`src/rtl/blink_seq_pkg.sv`:
```
// blink_seq_pkg: shared types and defaults for the LED pattern sequencer.
//   state_e  - sequencer FSM states
//   cfg_t    - one pattern configuration at default widths
//   PLEN_DEF / RW_DEF / LW_DEF - default pattern length, repeat width, index width
package blink_seq_pkg;

  localparam int PLEN_DEF = 8;
  localparam int RW_DEF   = 4;
  localparam int LW_DEF   = $clog2(PLEN_DEF);

  typedef enum logic [1:0] {
    IDLE = 2'd0,
    RUN  = 2'd1,
    DONE = 2'd2
  } state_e;

  typedef struct packed {
    logic [PLEN_DEF-1:0] pattern;
    logic [LW_DEF-1:0]   len;
    logic [RW_DEF-1:0]   reps;
    logic                gate;
  } cfg_t;

endpackage

```
`src/rtl/blink_seq_ctr.sv`:
```
// blink_seq_ctr: step index and repeat counter for blink_seq.
// Ports:
//   clk, rst        - clock, asynchronous active-high reset
//   tick            - advance one step (already qualified by the FSM)
//   load            - start a new pattern: step := 0, repeats := reps
//   clear           - return to idle values; wins over load and tick
//   len, reps       - last step index and extra repetitions
//   step            - current step index, never exceeds len
//   last            - on the final step of the final repetition
module blink_seq_ctr
  import blink_seq_pkg::*;
#(
  parameter  int PLEN = PLEN_DEF,
  parameter  int RW   = RW_DEF,
  localparam int LW   = $clog2(PLEN)
) (
  input  logic          clk,
  input  logic          rst,
  input  logic          tick,
  input  logic          load,
  input  logic          clear,
  input  logic [LW-1:0] len,
  input  logic [RW-1:0] reps,
  output logic [LW-1:0] step,
  output logic          last
);

  logic [LW-1:0] r_step;
  logic [RW-1:0] r_reps_left;
  logic          w_at_len;

  assign w_at_len = (r_step == len);

  always_ff @(posedge clk or posedge rst) begin
    if (rst) begin
      r_step      <= '0;
      r_reps_left <= '0;
    end else if (clear) begin
      r_step      <= '0;
      r_reps_left <= '0;
    end else if (load) begin
      r_step      <= '0;
      r_reps_left <= reps;
    end else if (tick) begin
      if (!w_at_len) begin
        r_step <= r_step + LW'(1);
      end else if (r_reps_left != '0) begin
        r_step      <= '0;
        r_reps_left <= r_reps_left - RW'(1);
      end
      // at len with no repeats left the FSM leaves RUN and clears us
    end
  end

  assign step = r_step;
  assign last = w_at_len && (r_reps_left == '0);

endmodule

```
`src/rtl/blink_seq.sv`:
```
// blink_seq: plays a programmable on/off pattern on an LED, one bit per
// blinker tick, with optional gating by the blinker's own led level.
// Ports:
//   clk, rst     - clock, asynchronous active-high reset
//   tick         - step strobe from the blinker wrap flag
//   led_in       - blinker led level, ANDed in when gate is set
//   cfg_valid    - config offered; cfg_ready - config can be taken
//   cfg_pattern  - bit i drives the LED at step i
//   cfg_len      - steps minus one; cfg_reps - extra repetitions
//   cfg_gate     - AND pattern with led_in
//   abort        - synchronous stop, no done pulse
//   led_out      - sequenced LED; busy - playing; done - completion pulse
//   step         - current step index
// Optional: define BLINK_SEQ_ASSERT_EN to compile in embedded SVA checks.
//
// state | meaning
// IDLE  | waiting for config, cfg_ready high
// RUN   | playing pattern, one step per tick
// DONE  | one-cycle completion pulse, then IDLE
module blink_seq
  import blink_seq_pkg::*;
#(
  parameter  int PLEN = PLEN_DEF,
  parameter  int RW   = RW_DEF,
  localparam int LW   = $clog2(PLEN)
) (
  input  logic            clk,
  input  logic            rst,
  input  logic            tick,
  input  logic            led_in,
  input  logic            cfg_valid,
  output logic            cfg_ready,
  input  logic [PLEN-1:0] cfg_pattern,
  input  logic [LW-1:0]   cfg_len,
  input  logic [RW-1:0]   cfg_reps,
  input  logic            cfg_gate,
  input  logic            abort,
  output logic            led_out,
  output logic            busy,
  output logic            done,
  output logic [LW-1:0]   step
);

  state_e          r_state;
  state_e          w_state_nxt;
  logic [PLEN-1:0] r_pat;
  logic [LW-1:0]   r_len;
  logic            r_gate;

  logic            w_accept;
  logic            w_adv;
  logic            w_clr;
  logic            w_last;
  logic [LW-1:0]   w_step;

  // abort wins over a pending config in IDLE
  assign w_accept = (r_state == IDLE) && cfg_valid && !abort;
  // ticks only count while running, and abort drops a coincident tick
  assign w_adv    = (r_state == RUN) && tick && !abort;
  // counter returns to 0 on leaving RUN so step reads 0 in DONE and IDLE
  assign w_clr    = (r_state == RUN) && (abort || (tick && w_last));

  always_ff @(posedge clk or posedge rst) begin
    if (rst) begin
      r_state <= IDLE;
      r_pat   <= '0;
      r_len   <= '0;
      r_gate  <= 1'b0;
    end else begin
      r_state <= w_state_nxt;
      if (w_accept) begin
        r_pat  <= cfg_pattern;
        r_len  <= cfg_len;
        r_gate <= cfg_gate;
      end
    end
  end

  always_comb begin
    w_state_nxt = r_state;
    cfg_ready   = 1'b0;
    busy        = 1'b0;
    done        = 1'b0;
    led_out     = 1'b0;
    case (r_state)
      IDLE: begin
        cfg_ready = 1'b1;
        if (w_accept) w_state_nxt = RUN;
      end
      RUN: begin
        busy    = 1'b1;
        led_out = r_pat[w_step] & (led_in | ~r_gate);
        if (abort)               w_state_nxt = IDLE;
        else if (tick && w_last) w_state_nxt = DONE;
      end
      DONE: begin
        done        = !abort;
        w_state_nxt = IDLE;
      end
      default: w_state_nxt = IDLE;
    endcase
  end

  blink_seq_ctr #(
    .PLEN (PLEN),
    .RW   (RW)
  ) u_ctr (
    .clk   (clk),
    .rst   (rst),
    .tick  (w_adv),
    .load  (w_accept),
    .clear (w_clr),
    .len   (r_len),
    .reps  (cfg_reps),
    .step  (w_step),
    .last  (w_last)
  );

  assign step = w_step;

`ifdef BLINK_SEQ_ASSERT_EN
  a_ready_not_busy: assert property (@(posedge clk) disable iff (rst) cfg_ready |-> !busy);
  a_idle_led_off:   assert property (@(posedge clk) disable iff (rst) !busy |-> !led_out);
  a_done_ready:     assert property (@(posedge clk) disable iff (rst) done |=> cfg_ready);
  a_step_le_len:    assert property (@(posedge clk) disable iff (rst) w_step <= r_len);
  // with ticks arriving fairly, a run ends either in done or in an abort
  a_live_done:      assert property (@(posedge clk) disable iff (rst)
                                     busy |-> s_eventually (done || abort));
`else
  // no embedded properties in this build
`endif

endmodule
```
`config.mk`:
```
export PLATFORM = sky130hd
export DESIGN_NAME = blink_seq
export DESIGN_NICKNAME = d
export VERILOG_FILES = /design/src/rtl/blink_seq_pkg.sv /design/src/rtl/blink_seq_ctr.sv /design/src/rtl/blink_seq.sv
export SDC_FILE = /design/constraint.sdc
export NUM_CORES = 1
export LEC_CHECK = 0
export BUFFER_PORTS_ARGS = -buffer_cell sky130_fd_sc_hd__buf_2
export CAP_MARGIN = 40
export CORE_MARGIN = 1.5
export CORE_UTILIZATION = 30
export DETAILED_ROUTE_END_ITERATION = 16
export GPL_TIMING_DRIVEN = 0
export SLEW_MARGIN = 30
export SYNTH_ARGS = -nofsm -noshare
export SYNTH_HDL_FRONTEND = slang
export SYNTH_SLANG_ARGS = --single-unit
```
`constraint.sdc`:
```
create_clock -name clk -period 2.2 [get_ports clk]
set_input_delay 0.22 -clock clk [delete_from_list [all_inputs] [get_ports clk]]
set_output_delay 0.22 -clock clk [all_outputs]
set_load 0.05 [all_outputs]
```
# Yosys cells after proc, flatten, opt, wreduce, memory -nomap -nowiden
# Cells that the tools add are included.
# W data, S select, Z words.
# word_totals
reg_bits	21
inputBits	22
output_inout_bits	7
word_cells	56
# classes
n_addsub	2
magnitude_cmp	1
n_eq_ne	6
muxes	20
bitwise_logic	3
n_reduce_logical	18
# ops
op	n
$mux W4	5
$mux W3	5
$reduce_bool A3 Y1	3
$logic_and A1 B1 Y1	7
$mux W2	3
$mux W1	5
$logic_not A4 Y1	1
$lt A3 B4 Y1 const B	1
$ne A4 B2 Y1 const B	1
$pmux W2 S2	1
$reduce_and A2 Y1	2
$reduce_bool A4 Y1	1
$sub A4 B1 Y4 const B	1
$add A3 B1 Y3 const B	1
$bmux W1 S3	1
$eq A3 B3 Y1	1
$ne A3 B2 Y1 const B	1
$reduce_and A3 Y1	1
$eq A2 B1 Y1 const B	1
$eq A2 B2 Y1 const B	1
$logic_not A2 Y1	1
$ne A2 B1 Y1 const B	1
$and A1 B1 Y1	1
$logic_not A1 Y1	1
3 further kinds	3

# Depth between registers and ports, before layout
# Gate-level depths: netlist of run 1.
# depth
word_depth	7
ltp_mapped	6
depth_no_buf	6

# By module
# Synthesis of run 1 repeated with hierarchy kept, for this count alone.
# unflattened
cells_unflattened	104
hier_area_um2	1172.4
# modules_own_cells
mod	instances	cells_per_inst	area_per_inst_um2	seq_area_each_um2
blink_seq	1	53	676.9	350.3
blink_seq_ctr	1	51	495.5	175.2

# Least setup slack after synthesis of run 1
# Ideal clock, no wire load.
# synth_path
kind	register to output
from	register r_state[0]
to	output port led_out
arrival_ns	2.072
t_required_ns	1.980
setup_slack_ns	-0.092
path_stages_with_launch	4
n_path_buf	0
path_cell_list	dfrtp_1 > nor2b_1 > o21ai_0 > nor2_1
# synth_via
elab_chain_len	2
# synth_lines
item	line	rtl
from (decl)	blink_seq.sv:44	state_e r_state;
from (signal assigned)	blink_seq.sv:70	r_state <= w_state_nxt;
$eq A2 B1 Y1	blink_seq.sv:85	case (r_state)
$mux W1	blink_seq.sv:85	
to (decl)	blink_seq.sv:38	output logic led_out,
# Every way passes these cells.

# Worst setup path after layout of run 1
# layout_path
from	register u_ctr.r_step[0] (netlist: u_ctr.step[0])
to	output port led_out
# layout_via
elab_chain_len	4
# layout_lines
item	line	rtl
from (decl)	blink_seq_ctr.sv:28	logic [LW-1:0] r_step;
from (signal assigned)	blink_seq_ctr.sv:46	r_step <= r_step + LW'(1);
$bmux W1 S3	blink_seq.sv:92	led_out = r_pat[w_step] & (led_in | ~r_gate);
$mux W1 (implied by the code)	blink_seq.sv:92	
$and A1 B1 Y1	blink_seq.sv:92	
$mux W1	blink_seq.sv:85	
# Every way passes these cells. The select of a mux whose other input is x is not followed.

==> results.txt, run 1 <==
Timing analysis after detailed placement gives a worst setup slack of 388 ps. The count of nets left with antenna violations after detail routing is 0, and the sequential-to-total area share from yosys stat is 47.1%. The die covers 4100 sq um. The flip-flop and latch count after synthesis came out at 21. The most frequent standard cell in the layout excluding fill and tap cells was sky130_fd_sc_hd__buf_2. In the final layout, the multi-input gates occupy 553 sq um. Setup repair after global routing left no endpoint under its margin. The critical path in this run is classified as flop to output port. The count of placed standard cells including taps is 173. The repair_antennas step left the layout with diodes totalling 0. The tools report the number of failing hold endpoints at the final stage as 0.

Along the worst path, the maximum fanout reaches 6. Worst hold-check path type: input pin to flop. From bottom edge to top edge, the die measures 64.0 microns. Final period demand of the worst path: 2010 ps. For the maximum clock frequency, the log shows 0.498 GHz.

The total wire length is 2.41 mm, and the final setup violation count is 0. The clock transition time at the flip-flop clock pins of the worst setup and hold paths is 80 ps. Total clock sinks: 21. Using the TritonRoute via totals, the vias-per-cell ratio works out to 4.93. For the number of placed I/O pins, the log shows 29. The number of port buffers came out at 28. Setup slack closes at 194 ps.

Cells fill 40.3% of the core in the end. Placed instance area: 1320 sq um. Share of the cycle needed by the critical path after routing: 91.2%. The first global-routing pass estimated 4.11 mm of wire. Summed over all instances, the cell type with the most area after synthesis is sky130_fd_sc_hd__dfrtp_1. Yosys mapped the design onto 31 distinct sky130hd cell types. In the detailed route, the total length drawn on met3 is 139 microns. The tool flagged a number of max-cap violations equal to 0.

The tree is rooted in a sky130_fd_sc_hd__clkbuf_8. The run gives 883 as the vias after detailed routing. STA classifies the critical path endpoint as an output port. The run gives 1.89 mm as the HPWL after detailed placement. The area taken by flip-flops and latches is 526 sq um, and the number of search-and-repair iterations in the first detailed-routing pass is 4. Once the floorplan was initialized, standard cells occupied 32.4% of the core. The tools report the number of CTS-inserted buffers as 3. The area of the placeable core was 3440 sq um. Headroom to the max-slew limit came out at 63.7%. After detailed routing, the average wire length per cell comes to 13.5 microns. The area growth from synthesis to layout is 24.3%. The logs give 0 for the global-route congestion overflow total and 183 ps for the worst hold margin. Entering global routing, the biggest net connects 22 pins. Counting the fill cells in the layout gives 357. The top cell types in the final layout, fill and taps aside, are 30 x sky130_fd_sc_hd__buf_2, 21 x sky130_fd_sc_hd__dfrtp_1, 11 x sky130_fd_sc_hd__mux2_2, 10 x sky130_fd_sc_hd__nand2_1. The synthesized area is 1120 sq um, and the detailed-route wire length on metal 1 is 1.07 mm.

Adding up every negative setup slack in the final design gives 0 ps. The floorplan step set the die width to 64.0 microns. The initial antenna violation count is 0. Number of cells produced by synthesis: 99.

Across the routed clock network, the largest skew measured is 1.99 ps. Yosys mapped a number of flops with a built-in enable equal to 0. For this run, the leading register cell type out of synthesis is sky130_fd_sc_hd__dfrtp_1. At the later pin of the worst-skew pair, clock insertion delay measures 260 ps. At the worst endpoint, the required time is 1980 ps. After detailed routing, the number of remaining DRC violations is 0. After the last flow step, the layout net total stands at 158.

The number of H-tree branching levels is 1. In the post-synthesis netlist, the biggest area contributors are sky130_fd_sc_hd__dfrtp_1 47%, sky130_fd_sc_hd__mux2_2 11%, sky130_fd_sc_hd__mux4_1 4.7%. After routing the design area is 1390 sq um. The routed wire length on met2 is 1.16 mm, and the largest voltage drop on the vdd net is 0.382 mV. For this design the ratio of total power to cell area is 895 nW/um^2. The transition time of the tightest slew-check pin came out at 542 ps. Yosys printed 0 warnings. Worst-case clock buffer depth: 2. For the via count of the first global-routing pass, the log shows 892. The flow ran to the end, and the final reports show no timing, DRC or antenna violations.

A synthesized cell averages 11.3 sq um. For this run, asynchronously set or reset flops after synthesis account for 100%. The total nets after synthesis came out at 123. Global routing used 13.1% of the available tracks.

The arrival time at the worst endpoint is 1790 ps. The count of final max-slew check failures is 0, and the number of standard cells in the layout, taps in and fillers out is 179. TritonCTS built the clock tree. The static power due to leakage is 0.619 nW. Uppermost layer routed: met4. The floorplan has 21 rows. The design draws 1.24 mW. The share of layout cells above drive strength 1 was 39.1%. Once the clock tree was built, the setup fixing pass inserted 0 buffers.

The worst setup path is launched from a flop. The area fraction of the dominant cell type after synthesis came out at 47.1%. For this block, the initial DRC count from the detailed router was 25. At the end of routability-driven placement, the weighted congestion stood at 0.771.
## cells in the mapped netlist (3+ instances only)
cell type                  number
sky130_fd_sc_hd__or4_1          3
sky130_fd_sc_hd__o21ai_0        5
sky130_fd_sc_hd__nor2_1         3
sky130_fd_sc_hd__nand3_1        3
sky130_fd_sc_hd__dfrtp_1       21
sky130_fd_sc_hd__mux2_2        11
sky130_fd_sc_hd__nand2_1       10
sky130_fd_sc_hd__inv_1          6
sky130_fd_sc_hd__o211ai_1       6
## flip-flops by register name, summed over array words and instances (netlist names)
register           flops
u_ctr.r_reps_left      4
r_gate                 1
r_state                2
r_pat                  8
u_ctr.step             3
r_len                  3
## report_power, final
group	internal [mW]	total (mW)	switching, mW
clock network	0.126	0.254	0.128
registers	0.471	0.535	0.0639
logic	0.201	0.453	0.251
total	0.798	1.24	0.443
## kinds of logic after synthesis
logic type | synth area share (%)
fa+ha+maj | 2.24
simple gates | 18.9
xor+xnor | 3.03
flops | 47.1
buf+inv | 3.59
mux | 16.7
compound gates | 8.41
## metal layers
metal	vias to the layer above	GRT usage, %
met5	-	0
met4	0	5.71
met3	4	3.35
met2	20	21.6
met1	422	16.0
li1	437	-
## critical path, stage by stage, from the launching register on
cell	delay (ps)
sky130_fd_sc_hd__dfrtp_1	400
sky130_fd_sc_hd__buf_4	180
sky130_fd_sc_hd__mux4_1	540
sky130_fd_sc_hd__mux2i_1	140
sky130_fd_sc_hd__nor2_1	50
sky130_fd_sc_hd__buf_2	210
## final cells by class
cell class / instances / share of cell area [%]
Tap cell: 46 / 4.15
Timing Repair Buffer: 30 / 11.9
Sequential cell: 21 / 37.9
Inverter: 6 / 1.62
Multi-Input combinational cell: 69 / 39.9
Clock buffer: 3 / 2.98
Clock inverter: 1 / 0.361
Buffer: 3 / 1.26
## worst paths after layout
kind                           startpoint             to  slack [ps]  cells after the start
max in group asynchronous             rst  u_ctr.step[2]        1410                      4
min                        cfg_pattern[2]       r_pat[2]         180                      2
max reg2reg                    r_state[1]       r_pat[7]         410                      4
min in group asynchronous             rst       r_pat[4]         400                      3
max                         u_ctr.step[0]        led_out         190                      5
min reg2reg                      r_pat[7]       r_pat[7]         520                      1
## what timing repair did
action,4_1_cts,5_1_grt
endpoints found under the hold margin,0,4
hold buffers,0,1
resized for setup,0,0
Note: power is estimated with default switching activity, not from simulation.
==> inputs of run 2 (changes only) <==
- BUFFER_PORTS_ARGS: -buffer_cell sky130_fd_sc_hd__buf_2 -> default
- CORE_UTILIZATION: 30 -> 60
- DONT_BUFFER_PORTS: default -> 1
- PLACE_DENSITY: default -> 0.76
==> run 2 against run 1 <==
Compared with the run above:
- critical path type unchanged
- clock skew is 1.6 ps lower
- critical endpoint unchanged
- highest routed layer unchanged
- clock-buffer cell count is 1 higher
- clock power is 28% lower
- routed wire length is 8.6% lower
- combinational power is 2% higher
- sequential share of layout area is 4.2 points higher
- first-iteration DRC count is 64% lower
- largest power group unchanged
- sequential cell count stayed put
==> results.txt, run 2 (synthesis gave the netlist of run 1 again) <==
Number of placed I/O pins: 29 (unchanged). The number of DRC violations after detailed-routing iteration 0 came out at 9 (-64%). The kind of start point of the critical path was a flop. The logs give 0 (unchanged) for the number of inserted diodes and 0.505 nW (-18%) for the static power due to leakage.

The total wire length is 2.20 mm (-8.6%), and the arrival time at the worst endpoint is 1870 ps (+80 ps). The number of H-tree branching levels was 1 (unchanged). Path type of the worst setup path: flop to output port. The largest registers in the layout are r_pat (8), u_ctr.r_reps_left (4). The via count of the first global-routing pass was 765 (-14%); the biggest fanout along the worst timing path was 4 (-2).

The biggest cell delay along the critical path came out at 560 ps (+20 ps). The worst hold path cell count was 2 (unchanged); the vias after detailed routing was 828 (-6.2%). The clock latency on the worst-skew pair was 300 ps (+40 ps). The number of CTS-inserted buffers is 3 (unchanged). The initial cell density of the core is 63.9% (+32 points), and the maximum clock frequency is 0.480 GHz (-3.8%). The placed instance area came out at 1150 sq um (-12%).

Worst-case clock buffer depth: 2 (unchanged). The number of flip-flops under the largest register name is 8 (unchanged). The worst clock skew on the final layout came out at 0.398 ps (-1.60 ps). Total power draw: 1.22 mW (-1.5%). The share of the cycle needed by the critical path after routing was 94.8% (+3.6 points); the transition time of the tightest slew-check pin was 875 ps (+333 ps).

The worst register-to-register path ends at u_ctr.r_reps_left[0]. The flow ran to the end, and the final reports show no timing, DRC or antenna violations. The area growth from synthesis to layout is 12.1%. The run gives 2130 sq um (-48%) as the floorplan die area. The slowest stage of the critical path belongs to the cell sky130_fd_sc_hd__dfrtp_2. For the worst hold margin, the log shows 29.5 ps (-154 ps). For the first-pass GRT wire length, the log shows 3.53 mm (-14%). The initial antenna violation count came out at 0 (unchanged).

Nature of the critical path endpoint: an output port. The clock transition time at the flip-flop clock pins of the worst setup and hold paths was 110 ps (+30 ps). Ranked by flip-flop count, first place goes to r_pat. The worst hold path belongs to the class input pin to flop. The per-cell routed wire length was 16.6 microns (+23%).

In the layout the commonest cells are 20 x sky130_fd_sc_hd__dfrtp_1, 11 x sky130_fd_sc_hd__mux2_2, 10 x sky130_fd_sc_hd__nand2_1, 6 x sky130_fd_sc_hd__inv_1, 6 x sky130_fd_sc_hd__o211ai_1. The total power divided by cell area was 978 nW/um^2 (+9.3%). The tools report the total clock sinks as 21 (unchanged). The final period demand of the worst path works out to 2090 ps (+79.2 ps). The DRC violations left was 0 (unchanged). The height of the die was 46.1 microns (-28%).

The standard-cell row count was 15 (-29%); the largest voltage drop on the vdd net was 0.673 mV (+76%). The run gives 4 (unchanged) as the number of search-and-repair iterations in the first detailed-routing pass. For the final sum of negative setup slack, the log shows 0 ps (unchanged). TritonCTS built the clock tree.

The tools report the cell area after layout as 1250 sq um (-9.8%). The logs give 24.0% (+11 points) for the global-route usage over all layers and 0 (unchanged) for the number of maximum-capacitance violations. The library cell used most frequently in the layout, excluding fill and tap cells, is sky130_fd_sc_hd__dfrtp_1. The number of vias per cell after detailed routing works out to 6.23 (+26%). Setup repair after global routing left no endpoint under its margin.

Walking the worst path, the cells encountered are buf_6 -> mux4_2 -> mux2i_4 -> nor2_4. For the count of final max-slew check failures, the log shows 0 (unchanged). The reg-to-reg setup timing slack is 140 ps (-270 ps).

The number of port buffers was 0 (-100%); the die span in x was 46.1 microns (-28%). Beginning of the worst register-to-register path: u_ctr.step[1]. The logs give 1.57 mm (-17%) for the HPWL after detailed placement and 0 (unchanged) for the final setup violation count. The logs give 1750 sq um (-49%) for the area of the placeable core and 0.868 (+13%) for the final RePlAce weighted congestion.

Terminating pin of the worst hold path: r_gate. The tools report the normalized max-slew margin as 41.4% (-22 points). CTS placed an instance of sky130_fd_sc_hd__clkbuf_4 at the clock tree root. The critical path data required time was 1980 ps (about the same). Number of nets at the end of the flow: 133 (-16%). The tools report the worst min-delay path startpoint as cfg_gate. Cell count of the worst reg-to-reg path: 4 (unchanged).

The number of failing hold endpoints at the final stage is 0 (unchanged), and the share of layout cells above drive strength 1 is 29.6% (-9.5 points). For the count of nets left with antenna violations after detail routing, the log shows 0 (unchanged). The global-route congestion overflow total is 0 (unchanged), and the largest net degree at the start of global routing is 22 (unchanged).
[run 2: changes by cell type in the layout (fill, tap and decap cells not counted), sizes merged]
cell and change:
clkinv -1, buf -25, clkbuf +1
[run 2: what timing repair did]
item,4_1_cts,5_1_grt
resized for setup,6,3
setup buffers,2,1
hold buffers,1,0
endpoints found under the setup margin,1,1
pin swaps,0,1
hold endpoints to repair,21,0
[run 2: worst max-delay path by stage]
stage	startpoint	endpoint	depth (start not counted)
3_3_place_gp	u_ctr.step[0]	led_out	4
6_report	u_ctr.step[0]	led_out	4
3_5_place_dp	r_state[0]	led_out	3
5_1_grt	u_ctr.step[0]	led_out	4
2_1_floorplan	u_ctr.step[0]	led_out	4
4_1_cts	u_ctr.step[0]	led_out	4
[run 2: cell type report]
cell class | instances | area [sq um]
fillers | 125 | 494
clock buffers | 4 | 26.3
plain buffers | 3 | 21.3
inverters | 6 | 22.5
flip-flops and latches | 21 | 527
multi-input cells | 69 | 576
repair buffers | 5 | 47.5
well taps | 25 | 31.3
[run 2: per-layer routing]
layer / track usage (%) / vias up / wire length (microns)
met4: 10.9 / 0 / 27
met5: 0 / - / 0
met3: 6.67 / 4 / 124
met1: 31.5 / 409 / 954
li1: - / 382 / -
met2: 36.9 / 33 / 1100
[run 2: where the power goes]
group | switching [mW] | leakage [nW] | total [mW] | internal, mW
registers | 0.107 | 0.259 | 0.579 | 0.471
logic | 0.232 | 0.231 | 0.461 | 0.230
clock network | 0.113 | 0.0150 | 0.183 | 0.0707
[run 2: worst max-delay path, delay by kind of cell (launching register included)]
family | cells | cell delay, ps
AND/OR/NAND/NOR | 1 | 120
flip-flops | 1 | 560
buffers and inverters | 1 | 170
multiplexers | 2 | 710
[run 2: through the flow]
stage               setup slack, ps  cells  util, %
global placement               36.6    124     65.9
CTS                            18.6    131     70.3
global route                   60.6    133     71.7
detailed placement             45.0    124     66.2
floorplan                       127     99        -
finish                          115    133     71.7
